**config.mk**
```make
export PLATFORM = sky130hd
export DESIGN_NAME = spiral_color_stage
export DESIGN_NICKNAME = d
export VERILOG_FILES = /design/src/rtl/spiral_color_stage.sv
export SDC_FILE = /design/constraint.sdc
export NUM_CORES = 1
export LEC_CHECK = 0
export BUFFER_PORTS_ARGS = -buffer_cell sky130_fd_sc_hd__clkbuf_2
export CAP_MARGIN = 20
export CORE_MARGIN = 5
export CORE_UTILIZATION = 30
export CTS_CLUSTER_SIZE = 24
export DETAILED_ROUTE_END_ITERATION = 8
export PLACE_DENSITY = 0.5
export SYNTH_ARGS = -nofsm -noshare
export SYNTH_HDL_FRONTEND = slang
export SYNTH_SLANG_ARGS = --single-unit
```
**constraint.sdc**
```tcl
create_clock -name clk -period 1.9 [get_ports clk]
set_input_delay 0.095 -clock clk [delete_from_list [all_inputs] [get_ports clk]]
set_output_delay 0.095 -clock clk [all_outputs]
set_load 0.01 [all_outputs]
```
**src/rtl/spiral_color_stage.sv**
```systemverilog
// Ring-index to VGA colour stage with a per-frame animated phase and LAT-deep sync/de alignment.
// Optional SPIRAL_HILITE_EN paints the ring whose index equals the phase white.
module spiral_color_stage #(
  parameter int   LAT      = 3,
  parameter logic SYNC_POL = 1'b0
) (
  input  logic       clk,
  input  logic       rst,
  input  logic [3:0] r_sqroot,
  input  logic       hsync_in,
  input  logic       vsync_in,
  input  logic       de_in,
  input  logic [1:0] speed,
  input  logic       dir,
  output logic       hsync_out,
  output logic       vsync_out,
  output logic       de_out,
  output logic [5:0] rgb
);

  // Stage k holds the input delayed by k cycles; stage LAT drives the outputs.
  logic [LAT:1] hs_dly;
  logic [LAT:1] vs_dly;
  logic [LAT:1] de_dly;

  logic       vs_prev;
  logic [2:0] fcnt;
  logic [3:0] phase;
  logic [2:0] mask;
  logic       tick;
  logic       step;
  logic [3:0] idx;

  function automatic logic [5:0] pal(input logic [3:0] i);
    case (i)
      4'h0: pal = 6'h30;
      4'h1: pal = 6'h34;
      4'h2: pal = 6'h38;
      4'h3: pal = 6'h3C;
      4'h4: pal = 6'h2C;
      4'h5: pal = 6'h1C;
      4'h6: pal = 6'h0C;
      4'h7: pal = 6'h0D;
      4'h8: pal = 6'h0E;
      4'h9: pal = 6'h0F;
      4'hA: pal = 6'h0B;
      4'hB: pal = 6'h07;
      4'hC: pal = 6'h03;
      4'hD: pal = 6'h13;
      4'hE: pal = 6'h23;
      default: pal = 6'h33;
    endcase
  endfunction

  always_comb begin
    mask = 3'b000;
    case (speed)
      2'd1:    mask = 3'b011;
      2'd2:    mask = 3'b001;
      default: mask = 3'b000;
    endcase
  end

  assign tick = (vsync_in == SYNC_POL) && (vs_prev != SYNC_POL);
  // Mask tests the count before this tick's increment.
  assign step = tick && (speed != 2'd0) && ((fcnt & mask) == 3'b000);
  assign idx  = r_sqroot + phase;

  always_ff @(posedge clk or posedge rst) begin
    if (rst) begin
      hs_dly  <= {LAT{~SYNC_POL}};
      vs_dly  <= {LAT{~SYNC_POL}};
      de_dly  <= '0;
      vs_prev <= ~SYNC_POL;
      fcnt    <= 3'd0;
      phase   <= 4'd0;
      rgb     <= 6'h00;
    end else begin
      hs_dly  <= {hs_dly[LAT-1:1], hsync_in};
      vs_dly  <= {vs_dly[LAT-1:1], vsync_in};
      de_dly  <= {de_dly[LAT-1:1], de_in};
      vs_prev <= vsync_in;
      if (tick)
        fcnt <= fcnt + 3'd1;
      if (step)
        phase <= dir ? phase + 4'd1 : phase - 4'd1;
      // de aligned with r_sqroot sits at stage LAT-1.
      if (!de_dly[LAT-1])
        rgb <= 6'h00;
`ifdef SPIRAL_HILITE_EN
      else if (r_sqroot == phase)
        rgb <= 6'h3F;
`endif
      else
        rgb <= pal(idx);
    end
  end

  assign hsync_out = hs_dly[LAT];
  assign vsync_out = vs_dly[LAT];
  assign de_out    = de_dly[LAT];

endmodule
```
# --- After elaboration in Yosys (flattened, before gate mapping) ---
# Memories as Yosys holds them, arrays and structs flattened.
# Index checks and enable logic that the tools add are counted.
classes:
  n_addsub: 4
  eq_ne: 2
  n_mux: 3
  bitwise_logic: 2
  n_reduce_logical: 5
op_table:
  columns: ["operator", "n"]
  rows:
  - ["$mux W6", 1]
  - ["$add A4 B1 Y4 const B", 1]
  - ["$add A4 B4 Y4", 1]
  - ["$mux W4", 1]
  - ["$pmux W2 S2", 1]
  - ["$sub A4 B1 Y4 const B", 1]
  - ["$add A3 B1 Y3 const B", 1]
  - ["$and A3 B3 Y3", 1]
  - ["$logic_and A1 B1 Y1", 3]
  - ["$logic_not A3 Y1", 1]
  - ["$eq A2 B1 Y1 const B", 1]
  - ["$eq A2 B2 Y1 const B", 1]
  - ["$reduce_bool A2 Y1", 1]
  - ["$not A1 Y1", 1]
word_totals:
  regBits: 23
  mem_bits_ro: 96
  input_bits: 12
  output_inout_bits: 9
  elab_cells: 24
  n_memories: 1
mem_list:
  columns: ["name", "depth", "width", "rd", "rd_ports_with_merged_regs", "wr", "line", "source"]
  rows:
  - ["(name not given)", 16, 6, 1, 0, 0, "35", "case (i)"]

# --- Depth between registers and ports, before layout ---
logic_depth:
  ltp_word: 5
  depth_mapped: 7
  depth_no_buf: 7

# --- Worst setup path after synthesis ---
# OpenSTA, ideal clock, no wires.
synth_timing:
  path_kind: "reg2reg"
  from: "register phase[0]"
  to: "register rgb[0]"
  setup_ps: 77
  arrival_time_ps: 1785
  required_time_ps: 1823
  setup_slack_ps: 37
  stages_incl_launch_ff: 8
  path_buffers: 0
  period_less_slack_ps: 1863
  cell_sequence: "dfrtp_1 ha_1 inv_1 fa_1 xnor2_1 and2_1 o31ai_1 a21oi_1"
synth_via:
  elab_chain_cells: 3
synth_rtl:
  columns: ["element", "line", "source"]
  rows:
  - ["start, declared", "28", "logic [3:0] phase;"]
  - ["start signal, assigned", "86", "phase <= dir ? phase + 4'd1 : phase - 4'd1;"]
  - ["$add A4 B4 Y4", "67", "assign idx = r_sqroot + phase;"]
  - ["$mem_v2 Z16 W6", null, null]
  - ["$mux W6", "88", "if (!de_dly[LAT-1])"]
  - ["end signal, assigned", "95", "rgb <= pal(idx);"]
  - ["end, declared", "18", "output logic [5:0] rgb"]
# No other way between the ends.
# A chain may end at the register's enable or synchronous reset.

# --- Final worst setup path ---
layout_timing:
  from: "register phase[0]"
  to: "register rgb[2]"
# The elaborated chain is that of the path after synthesis.

==> metrics <==
Crit Path Category=flip-flop to flip-flop; normalized max-slew margin=between 40% and 50%; CTS sink count=21; Avg WL per Cell=10.3 µm; Final GP Congestion=around 0.8; combinational power share=48.5%; met1 usage=8.20%; vias in the first global route=688; PortBufs=20; WHS=0.318 ns; Seq/Total Area, Yosys=53.0%; syn_nets=106; Layout Nets=135; crit-path max FO=9; min-delay worst type=input pin to flip-flop; Die Y=67.9 µm; Post-Layout Inst Area=1240 µm²; # IOs=21; Psw=around 0.00064 W; Post-Synthesis Cells=85; CTS clock-pin slew for the worst setup and hold paths=0.11 ns; post-synthesis cell area=a little over 1000 µm²; met3 usage=around 1.1%; area of the multi-input gates=429 µm²; Final Cycle Share=about nine tenths; GR peak layer=met2; synth top area cells=dfrtp_1, dfstp_2, ha_1; Min Clock Period, post-route=1.70 ns; Tot Pwr=0.00169 W; Synth area leader=dfrtp_1; RSZ-0062 raised after global routing=false; first-pass GRT wire length=2.77 mm; Fillers=324; Vias/cell=4.31; n_diodes=0; Switching Fraction=37.7%; WL final=1.63 mm; Setup TNS=0 ns; DRC viols=0; PD cells=1370 nW/µm²; fraction of layout cells with a size suffix above 1=between 30% and 40%; clock root buffer=clkbuf_4; Internal Dissipation=roughly 0.0011 W; Initial DRC Count=38; Mean Syn Cell Area=11.8 µm²; status=finished clean; WP data arrival=around 1.9 ns; slew of the pin with the lowest slew margin=approximately 0.76 ns; register area=roughly 530 µm²; post-route ant nets=0; Yosys reg bits=21; synth warn=0; site row count=21; CP Launch Type=flip-flop; detailed placement HPWL=approximately 1.3 mm; Die Area=between 4000 and 5000 µm²; met2 Use GR=15.1%; CTS H-Tree Depth=1; clk_lat worst skew=0.29 ns; Synth top area share=37.3%; Max Root-Sink Buffers=2; DP Area=between 1000 and 1500 µm²; CTS Buf Count=3; gr usage total=between 7 and 8%; Core ar.=3280 µm²; Max Freq=between 500 and 600 MHz; Reg power frac=39.2%; Max VDD drop=about 330 µV; Layout Skew=0.000581 ns; via count=685; Starting Density=30.6%; initial antenna violation count=0; Initial DRT Pass Iterations=4; WP data required=2.09 ns; pin count of the biggest net entering global routing=22; Hold Vio Cnt, Final=0; CTS tree=built; MaxCap Viol Count=0; Area Growth Syn to Fin=22.9%; P_leak=approximately 0.6 nW; clock group share of total power=between 10% and 20%; CP Capture Type=flip-flop; Netlist cell types=29; Chip Width=67.9 µm; Pins Over Slew Limit=0; Gates resized, CTS repair=0; # setup viols final=0; GRT overflow=0
state kept, by name (all words and copies together) (netlist names):
register / count
phase: 4
vs_dly: 3
de_dly: 3
fcnt: 2
hs_dly: 3
rgb: 6
worst paths after layout:
path | from | to | slack, ns | depth (start not counted)
max in group asynchronous | rst | rgb[0] | 0.98 | 3
worst max-delay path | phase[0] | rgb[2] | 0.20 | 6
worst max register to register | phase[0] | rgb[2] | 0.20 | 6
min in group asynchronous | rst | de_dly[2] | 0.46 | 3
worst min register to register | de_dly[1] | de_dly[2] | 0.36 | 0
worst min-delay path | r_sqroot[0] | rgb[2] | 0.32 | 3
stage by stage:
stage	std cells	setup WS [ns]	util, %
final	159	0.197	37.6
after global routing	159	0.0392	37.6
after CTS	159	0.188	37.6
after detailed placement	151	0.204	35.6
after global placement	151	0.224	35.6
after floorplan	85	0.0372	-
metal layers:
layer	share of wire (%)	routed length [µm]
met5	0	0
met4	0	0
met3	4.3	70
met2	55	893
met1	41	666
cell type report:
| cell class | count | area share (%) |
|---|---|---|
| Timing Repair Buffer | 26 | 12.6 |
| Inverter | 9 | 2.73 |
| Sequential cell | 21 | 43.1 |
| Clock inverter | 1 | 0.405 |
| Multi-Input combinational cell | 53 | 34.7 |
| Tap cell | 46 | 4.66 |
| Clock buffer | 3 | 1.82 |
critical path, cell delays in order, from the launching register on:
cell,delay (ns)
dfrtp_1,0.37
ha_1,0.17
inv_1,0.05
fa_1,0.37
xnor2_1,0.15
buf_4,0.16
o311a_1,0.32
placed cells by master, fill, tap and decap left out, drive strengths merged, types with 2 or more instances in the layout:
cell / n
a21oi: 6
dfstp: 6
inv: 9
nand2: 3
and3: 2
nor2: 3
dlygate4sd3: 4
dfrtp: 15
clkbuf: 23
xor2: 2
ha: 7
buf: 2
nand3: 4
o21ai: 4
fa: 2
xnor2: 5
mux2i: 2
power by group through the flow:
stage | clock network (W) | registers, W | logic (W)
after global routing | 0.000243 | 0.000681 | 0.000932
after CTS | 0.000228 | 0.000665 | 0.000834
final | 0.000207 | 0.000662 | 0.000819
after global placement | 0 | 0.000673 | 0.000808
after floorplan | 0 | 0.000696 | 0.000579
after detailed placement | 0 | 0.000674 | 0.000826
kinds of logic (layout without fill, tap and decap cells):
family	count (synthesis)	after routing	synth area share (%)
compound gates	17	17	11.4
mux	3	3	3.11
fa+ha+maj	9	9	12.7
simple gates	17	17	8.58
xor+xnor	7	7	6.84
flops	21	21	53.0
buf+inv	11	39	4.35
cell usage after synthesis:
cell / instances
o311a_1: 1
o2bb2ai_1: 1
buf_2: 2
o21ai_0: 4
and3_1: 2
xor2_2: 1
a22o_1: 1
xor2_1: 1
inv_1: 9
xnor2_1: 5
or3_1: 1
mux2_2: 1
mux2i_1: 2
dfstp_2: 6
nand3b_1: 1
nand2_1: 3
fa_1: 2
ha_1: 7
nand3_1: 4
and2_1: 1
o21ba_4: 1
o22ai_1: 1
o21a_1: 1
nand2b_1: 1
nor3_1: 1
dfrtp_1: 15
nor2_1: 3
a21oi_1: 6
o31ai_1: 1
repair_timing:
item / 4_1_cts / 5_1_grt
setup buffers: 0 / 0
hold buffers: 4 / 0
endpoints found under the hold margin: 18 / 0
Note: power is estimated with default switching activity, not from simulation.
